File: src/rtl/cic_decimator.sv
// cic_decimator: N-stage CIC decimator with run-time power-of-two rate R = 2^k.
// It sits after the IIR notch stage. Output is gain-normalised, rounded
// half-up, and saturated to DATA_WIDTH, with overflow and underflow flags.
// Optional build macro CIC_GAIN_SHIFT_EN adds a gain_shift[1:0] input. That
// input lowers the normalising shift and left-shifts when the net shift is
// negative.
module cic_decimator #(
  parameter int DATA_WIDTH   = 16,
  parameter int DATA_FRAC    = 15,
  parameter int NUM_STAGES   = 5,
  parameter int MAX_DEC_LOG2 = 4,
  parameter int ACC_WIDTH    = DATA_WIDTH + NUM_STAGES * MAX_DEC_LOG2
) (
  input  logic                         clk,
  input  logic                         rst_n,
  input  logic                         valid_in,
  input  logic                         bypass,
  input  logic [2:0]                   dec_log2,
`ifdef CIC_GAIN_SHIFT_EN
  input  logic [1:0]                   gain_shift,
`endif
  input  logic signed [DATA_WIDTH-1:0] cic_in,
  output logic signed [DATA_WIDTH-1:0] cic_out,
  output logic                         overflow,
  output logic                         underflow,
  output logic                         valid_out
);

  localparam int CNT_W = (MAX_DEC_LOG2 < 1) ? 1 : MAX_DEC_LOG2;
  // Extra headroom so a left shift of up to 3 bits cannot wrap before saturation.
  localparam int EXT_W = ACC_WIDTH + 3;
  // Position of the sign bit in the Q(DATA_WIDTH-DATA_FRAC).DATA_FRAC output format.
  localparam int SIGN_POS = (DATA_WIDTH - DATA_FRAC - 1) + DATA_FRAC;
  localparam logic [2:0] K_MAX = 3'(MAX_DEC_LOG2);
  localparam logic signed [EXT_W-1:0] SAT_MAX =
    $signed({{(EXT_W-SIGN_POS){1'b0}}, {SIGN_POS{1'b1}}});
  localparam logic signed [EXT_W-1:0] SAT_MIN = ~SAT_MAX;

  // Round half-up on a positive shift, and left-shift on a negative shift.
  function automatic logic signed [EXT_W-1:0] scale_round(
    input logic signed [ACC_WIDTH-1:0] v,
    input int                          s
  );
    logic signed [EXT_W-1:0] x;
    logic signed [EXT_W-1:0] half;
    x    = $signed({{(EXT_W-ACC_WIDTH){v[ACC_WIDTH-1]}}, v});
    half = '0;
    if (s > 0) begin
      half[0] = 1'b1;
      half    = half <<< (s - 1);
      x       = (x + half) >>> s;
    end else if (s < 0) begin
      x = x <<< (-s);
    end
    return x;
  endfunction

  // Clamp to the output range. The result packs {overflow, underflow, data}.
  function automatic logic [DATA_WIDTH+1:0] saturate(input logic signed [EXT_W-1:0] x);
    if (x > SAT_MAX)
      return {2'b10, SAT_MAX[DATA_WIDTH-1:0]};
    else if (x < SAT_MIN)
      return {2'b01, SAT_MIN[DATA_WIDTH-1:0]};
    else
      return {2'b00, x[DATA_WIDTH-1:0]};
  endfunction

  logic signed [ACC_WIDTH-1:0] integ    [NUM_STAGES];
  logic signed [ACC_WIDTH-1:0] int_next [NUM_STAGES];
  logic signed [ACC_WIDTH-1:0] comb_dly [NUM_STAGES];
  logic signed [ACC_WIDTH-1:0] c        [NUM_STAGES+1];
  logic signed [ACC_WIDTH-1:0] dec_sample_p0;
  logic                        vld_p0;
  logic [CNT_W-1:0]            dec_cnt;
  logic [CNT_W-1:0]            cnt_last;
  logic [2:0]                  k_reg;
  logic [2:0]                  k_clamp;
  logic                        accept;
  logic                        cfg_change;
  logic                        comb_go;
  int                          gain_sh;
  int                          shift_amt;
  logic signed [EXT_W-1:0]     scaled;
  logic [DATA_WIDTH+1:0]       sat_res;

  // Decode the control: clamp k, detect an accepted sample, detect a rate change,
  // and decide whether the comb stage fires.
  always_comb begin
    k_clamp    = (dec_log2 > K_MAX) ? K_MAX : dec_log2;
    accept     = valid_in & ~bypass;
    cfg_change = (k_clamp != k_reg);
    cnt_last   = CNT_W'((32'd1 << k_reg) - 32'd1);
    // A rate change kills any decimated sample still waiting for the combs.
    comb_go    = vld_p0 & ~bypass & ~(accept & cfg_change);
  end

  // Integrator chain running at the input rate. Each stage adds the updated value of the stage before it.
  always_comb begin
    int_next[0] = integ[0] + $signed({{(ACC_WIDTH-DATA_WIDTH){cic_in[DATA_WIDTH-1]}}, cic_in});
    for (int i = 1; i < NUM_STAGES; i++)
      int_next[i] = integ[i] + int_next[i-1];
  end

  // Integrator state advances only on accepted samples. It wraps modulo 2^ACC_WIDTH.
  always_ff @(posedge clk or negedge rst_n) begin
    if (!rst_n) begin
      for (int i = 0; i < NUM_STAGES; i++) integ[i] <= '0;
    end else if (accept) begin
      for (int i = 0; i < NUM_STAGES; i++) integ[i] <= int_next[i];
    end
  end

  // ---- stage p0: rate register, decimation counter, decimated sample ----
  always_ff @(posedge clk or negedge rst_n) begin
    if (!rst_n) begin
      k_reg         <= '0;
      dec_cnt       <= '0;
      dec_sample_p0 <= '0;
      vld_p0        <= 1'b0;
    end else if (bypass) begin
      vld_p0 <= 1'b0;
    end else if (accept) begin
      if (cfg_change) begin
        k_reg   <= k_clamp;
        dec_cnt <= '0;
        vld_p0  <= 1'b0;
      end else if (dec_cnt == cnt_last) begin
        dec_cnt       <= '0;
        dec_sample_p0 <= int_next[NUM_STAGES-1];
        vld_p0        <= 1'b1;
      end else begin
        dec_cnt <= dec_cnt + 1'b1;
        vld_p0  <= 1'b0;
      end
    end else begin
      vld_p0 <= 1'b0;
    end
  end

  // Comb chain at the decimated rate, followed by the normalising shift and saturation.
  always_comb begin
`ifdef CIC_GAIN_SHIFT_EN
    gain_sh = int'(gain_shift);
`else
    gain_sh = 0;
`endif
    c[0] = dec_sample_p0;
    for (int i = 0; i < NUM_STAGES; i++)
      c[i+1] = c[i] - comb_dly[i];
    shift_amt = NUM_STAGES * int'(k_reg) - gain_sh;
    scaled    = scale_round(c[NUM_STAGES], shift_amt);
    sat_res   = saturate(scaled);
  end

  // Comb delay line. A rate change clears it, so the new rate starts from a known history.
  always_ff @(posedge clk or negedge rst_n) begin
    if (!rst_n) begin
      for (int i = 0; i < NUM_STAGES; i++) comb_dly[i] <= '0;
    end else if (accept && cfg_change) begin
      for (int i = 0; i < NUM_STAGES; i++) comb_dly[i] <= '0;
    end else if (comb_go) begin
      for (int i = 0; i < NUM_STAGES; i++) comb_dly[i] <= c[i];
    end
  end

  // ---- stage p1: output register. In bypass the input passes straight through ----
  always_ff @(posedge clk or negedge rst_n) begin
    if (!rst_n) begin
      cic_out   <= '0;
      overflow  <= 1'b0;
      underflow <= 1'b0;
      valid_out <= 1'b0;
    end else if (bypass) begin
      cic_out   <= cic_in;
      valid_out <= valid_in;
      overflow  <= 1'b0;
      underflow <= 1'b0;
    end else if (comb_go) begin
      cic_out   <= sat_res[DATA_WIDTH-1:0];
      overflow  <= sat_res[DATA_WIDTH+1];
      underflow <= sat_res[DATA_WIDTH];
      valid_out <= 1'b1;
    end else begin
      valid_out <= 1'b0;
    end
  end

endmodule

File: config.mk
export PLATFORM = sky130hd
export DESIGN_NAME = cic_decimator
export DESIGN_NICKNAME = d
export VERILOG_FILES = /design/src/rtl/cic_decimator.sv
export SDC_FILE = /design/constraint.sdc
export NUM_CORES = 2
export LEC_CHECK = 0
export CORE_ASPECT_RATIO = 1.75
export CORE_UTILIZATION = 60
export CTS_CLUSTER_SIZE = 8
export DETAILED_ROUTE_END_ITERATION = 12
export PLACE_DENSITY = 0.77
export SYNTH_ARGS = -nofsm -noshare
export SYNTH_HDL_FRONTEND = slang
export SYNTH_SLANG_ARGS = --single-unit
File: constraint.sdc
create_clock -name clk -period 28.3 [get_ports clk]
set_input_delay 8.49 -clock clk [delete_from_list [all_inputs] [get_ports clk]]
set_output_delay 8.49 -clock clk [all_outputs]
set_load 0.01 [all_outputs]
== Yosys cells after proc, flatten, opt, wreduce, memory -nomap -nowiden ==
Index checks and enable logic that the tools add are counted.

* Word-level logic and storage cells: 79
* Bits in registers: 423
* Output and inout port bits: 19

* Shift operators: 4
* Equal/unequal tests: 2
* Order comparisons: 5
* $add $sub $neg: 15
* $mul: 1
* Bitwise logic cells: 7
* Mux-type cells: 21
* Reductions and logical operators: 6

{| class="wikitable"
|+ Operator list
! operator !! count
|-
| $mux 180 || 2
|-
| $sub 36x36->36 || 5
|-
| $add 36x36->36 || 4
|-
| $mux 39 || 2
|-
| $add 36x39->39 || 1
|-
| $gt 39x16->1 const B || 1
|-
| $lt 39x16->1 const B || 1
|-
| $sshl 2x32->39 const A || 1
|-
| $sshl 36x32->39 || 1
|-
| $sshr 39x6->39 || 1
|-
| $add 36x16->36 || 1
|-
| $mux 16 || 2
|-
| $neg 6->32 || 1
|-
| $mux 18 || 1
|-
| $mux 17 || 1
|-
| $mux 1 || 10
|-
| $mux 4 || 2
|-
| $sub 6x1->7 const B || 1
|-
| $gt 6x1->1 const B || 1
|-
| $lt 6x1->1 const B || 1
|-
| $mul 3x3->6 const A || 1
|-
| $add 4x1->4 const B || 1
|-
| $and 1x1->1 || 4
|-
| $eq 4x4->1 || 1
|-
| 11 further kinds || 14
|}

== Longest topological paths before layout ==
* Word-level depth: 13
* Gate-level depth with buffers: 71

== Worst setup path after synthesis ==
OpenSTA, ideal clock, no wires.

* Path kind: input to register
* From: input port cic_in[0]
* To: register integ[35] in the netlist's numbering
* Slack: 11122 ps
* Required time: 28166 ps
* Buffers on the path: 0
* Stages on the path: 41
* Setup time: 134 ps
* Arrival time: 17044 ps
* Cells stage by stage: ha_1 -> fa_1 -> a21o_1 -> a21oi_1 -> o21bai_1 -> a21oi_1 -> o21bai_1 -> a21oi_1 -> o21bai_1 -> a21oi_1 -> o21bai_1 -> a21o_1 -> xor2_1 -> ha_1 -> a2111oi_0 -> inv_1 -> nor2_1 -> nor2_1 -> [5 not listed] -> o31ai_1 -> xnor2_1 -> ha_1 -> or3_1 -> a211o_1 -> a31o_2 -> a21oi_1 -> xnor2_1 -> ha_1 -> or3_1 -> o211ai_1 -> o211a_1 -> nor3_1 -> a2111oi_0 -> a21oi_1 -> xor2_1 -> xnor2_1 -> o21ai_0

{| class="wikitable"
|+ RTL lines
! item !! RTL line !! text
|-
| start, declared || 22 || <nowiki>input logic signed [DATA_WIDTH-1:0] cic_in,</nowiki>
|-
| end, declared || 68 || <nowiki>logic signed [ACC_WIDTH-1:0] integ [NUM_STAGES];</nowiki>
|}

==> results.cfg <==
[outcome]
status = finished with violations
violations = capacitance limit, slew limit

[clock_network]
ctsRootBufferMaster = clkbuf_16
hold_buffers = 0
cts_sinks = 423
clock_path_buffers = 3
post_cts_buffers = 0
cts_tree = yes
numCtsBuffers = 58
clock_latency_ns = 0.62
cts_resized = 0
htreeDepth = 2
path_clk_slew_ns = 0.05

[setup_path]
cpMostUsedCell = a21oi_1
worstSetupStartpointType = input pin
critPathKind = input pin to flip-flop
path_max_fanout = 6
cp_num_buf_inv = 2
path_delay_family = compound AO/OA/AOI/OAI gates
max_stage_delay_ns = 0.73
worst_setup_path_end_kind = flip-flop
crit_required_ns = 28.74
cp_slowest_cell = a2111oi_0
worstPathArrival_ns = 18.88

[finish]
top_regs = comb_dly: 180 flops, integ: 180 flops, dec_sample_p0: 36 flops
fin_nets = 5281
drive_above_1_share = 0.0425
fill_cells = 5524
area_growth_pct = 6.70
finalNonFillerCells = 5653

[timing]
setup_tns_ns = 0
fin_crit_sh = 0.651
finalClockSkew_ns = 0.0225
rsz0062_at_grt = no
slew_headroom = -0.0453
finalSetupViolCount = 0
fmax_mhz = 54.2
finalHoldViolations = 0
worst_pin_slew_ns = 1.56
finalCriticalPeriod_ns = 18.43
slew_viol_final = 3
whs_ns = 0.480

[place]
dp_hpwl_mm = 78.5
dp_cells = 5585
io_buffers = 41
place_congestion = 1.06

[yosys]
synthFlopType = dfrtp_1
postSynthCellCount = 4893
synth.area.mux_share = 0.0260
yosys_warnings = 0
syn_area_per_cell_um2 = 7.76
synth_compound_area_frac = 0.221
syn-num-nets = 5326
synth_edf_count = 0
synth_seq_area_share = 0.279
ys_ff_latch = 423
syn-cell-area_um2 = 38000
synthXorXnorAreaFrac = 0.0854
yosys.area_share.simple = 0.202
synth_fa_ha_area_frac = 0.137
synth_top_family_by_area = compound AO/OA/AOI/OAI gates
synth_cell_types = 86
async_flop_share = 1.00

[global_routing]
grt_antenna_before_repair = 9
gr-total-overflow = 0
grt_usage = 0.341
first_global_vias = 33800
grt_pass1_wl_mm = 173
grt_max_degree = 107

[routing]
finalWirelength_mm = 108
drc = 0
dr.first_iter.drc_count = 1807
drt-pass1-iter-count = 7
viasPerCell = 6.10
via_count = 34500
routedWlPerCell_um = 19.0
antenna_left = 0

[worst_hold_path]
hp-class = flip-flop to flip-flop

[floorplan]
fp.dieArea_um2 = 64300
std_cell_rows = 121
start_util = 0.609
core_area_um2 = 62400
die_x_um = 192
io_pins = 42
die_h_um = 335

[run]
cap_violations = 1
layout by cell type (no fill, tap or decap), drive strengths merged, types with 27 or more instances in the layout:
cell / netlist / final
nand2: 966 / 966
a21oi: 492 / 492
dfrtp: 423 / 423
ha: 399 / 399
nor2: 339 / 339
inv: 319 / 321
o21ai: 285 / 285
xnor2: 244 / 244
a21o: 122 / 122
xor2: 116 / 116
nand3: 94 / 94
nor3: 82 / 82
o21bai: 59 / 59
clkbuf: 148 / 59
a211oi: 52 / 52
nand2b: 46 / 46
and2: 44 / 44
nor2b: 44 / 44
a31oi: 41 / 41
o21a: 40 / 40
and3: 40 / 40
mux2i: 40 / 40
clkdlybuf4s50: 0 / 40
buf: 30 / 33
mux2: 32 / 32
or2: 30 / 30
o31ai: 27 / 27
Yosys cell counts, drive strengths merged (59+ instances only):
library cell  instances  area (um2)
inv                 319        1200
nor3                 82         422
a21oi               492        2470
a21o                122         916
xor2                116        1020
clkbuf              148         556
nor2                339        1270
xnor2               244        2160
nand3                94         470
o21bai               59         454
nand2               966        3630
o21ai               285        1430
ha                  399        4990
dfrtp               423       10600
layout make-up:
type / count / area (um2) / share of cell area
repair buffers: 73 / 653 / 0.0161
flip-flops and latches: 423 / 10600 / 0.261
inverters: 320 / 1200 / 0.0296
multi-input cells: 3972 / 25600 / 0.631
well taps: 799 / 1000 / 0.0247
diodes: 4 / 10.0 / 0.000247
clock inverters: 3 / 33.8 / 0.000834
clock buffers: 59 / 1460 / 0.0359
kinds of logic (layout without fill, tap and decap cells):
| group | after synthesis | after routing |
|---|---|---|
| simple gates | 1769 | 1769 |
| compound gates | 1348 | 1348 |
| buf+inv | 498 | 455 |
| flops | 423 | 423 |
| fa+ha+maj | 410 | 410 |
| xor+xnor | 363 | 363 |
| mux | 82 | 82 |
| other cells | 0 | 4 |
worst reg2reg max path: cells and delay by family, from the launching register on:
family                     cells  cell delay [ns]
xor gates and xnor gates       7             2.69
DFF                            1             0.37
buffers and inverters          5             1.05
AOI/OAI and AO/OA             36             8.50
adders and majority gates      7             2.39
and+or+nand+nor               10             2.16
metal layers:
metal  vias to the layer above  share of wire  global-route usage
li1                      16900              -                   -
met1                     16400           0.35               0.333
met2                       825           0.51               0.605
met3                       407          0.052              0.0859
met4                        10          0.086               0.264
met5                         -        0.00050                   0
stage by stage:
stage	util	worst slack, ns	instance area [um2]
2_1_floorplan	-	11.12	38000
3_3_place_gp	0.625	9.50	39000
3_5_place_dp	0.625	9.40	39000
4_1_cts	0.648	9.97	40400
5_1_grt	0.649	8.91	40500
6_report	0.649	9.87	40500
final timing paths:
kind / startpoint / end / slack (ns) / cells after the start
max: cic_in[0] / integ[35] / 9.87 / 44
max reg2reg: dec_sample_p0[0] / cic_out[2] / 11.08 / 65
min: integ[164] / integ[164] / 0.48 / 2
min in group asynchronous: rst_n / comb_dly[179] / 7.94 / 1
min reg2reg: integ[164] / integ[164] / 0.48 / 2
max in group asynchronous: rst_n / integ[152] / 17.17 / 4
Power is left out: the tool's default activity adds up to more than one toggle a clock period on the data nets, which glitch-free logic cannot reach.
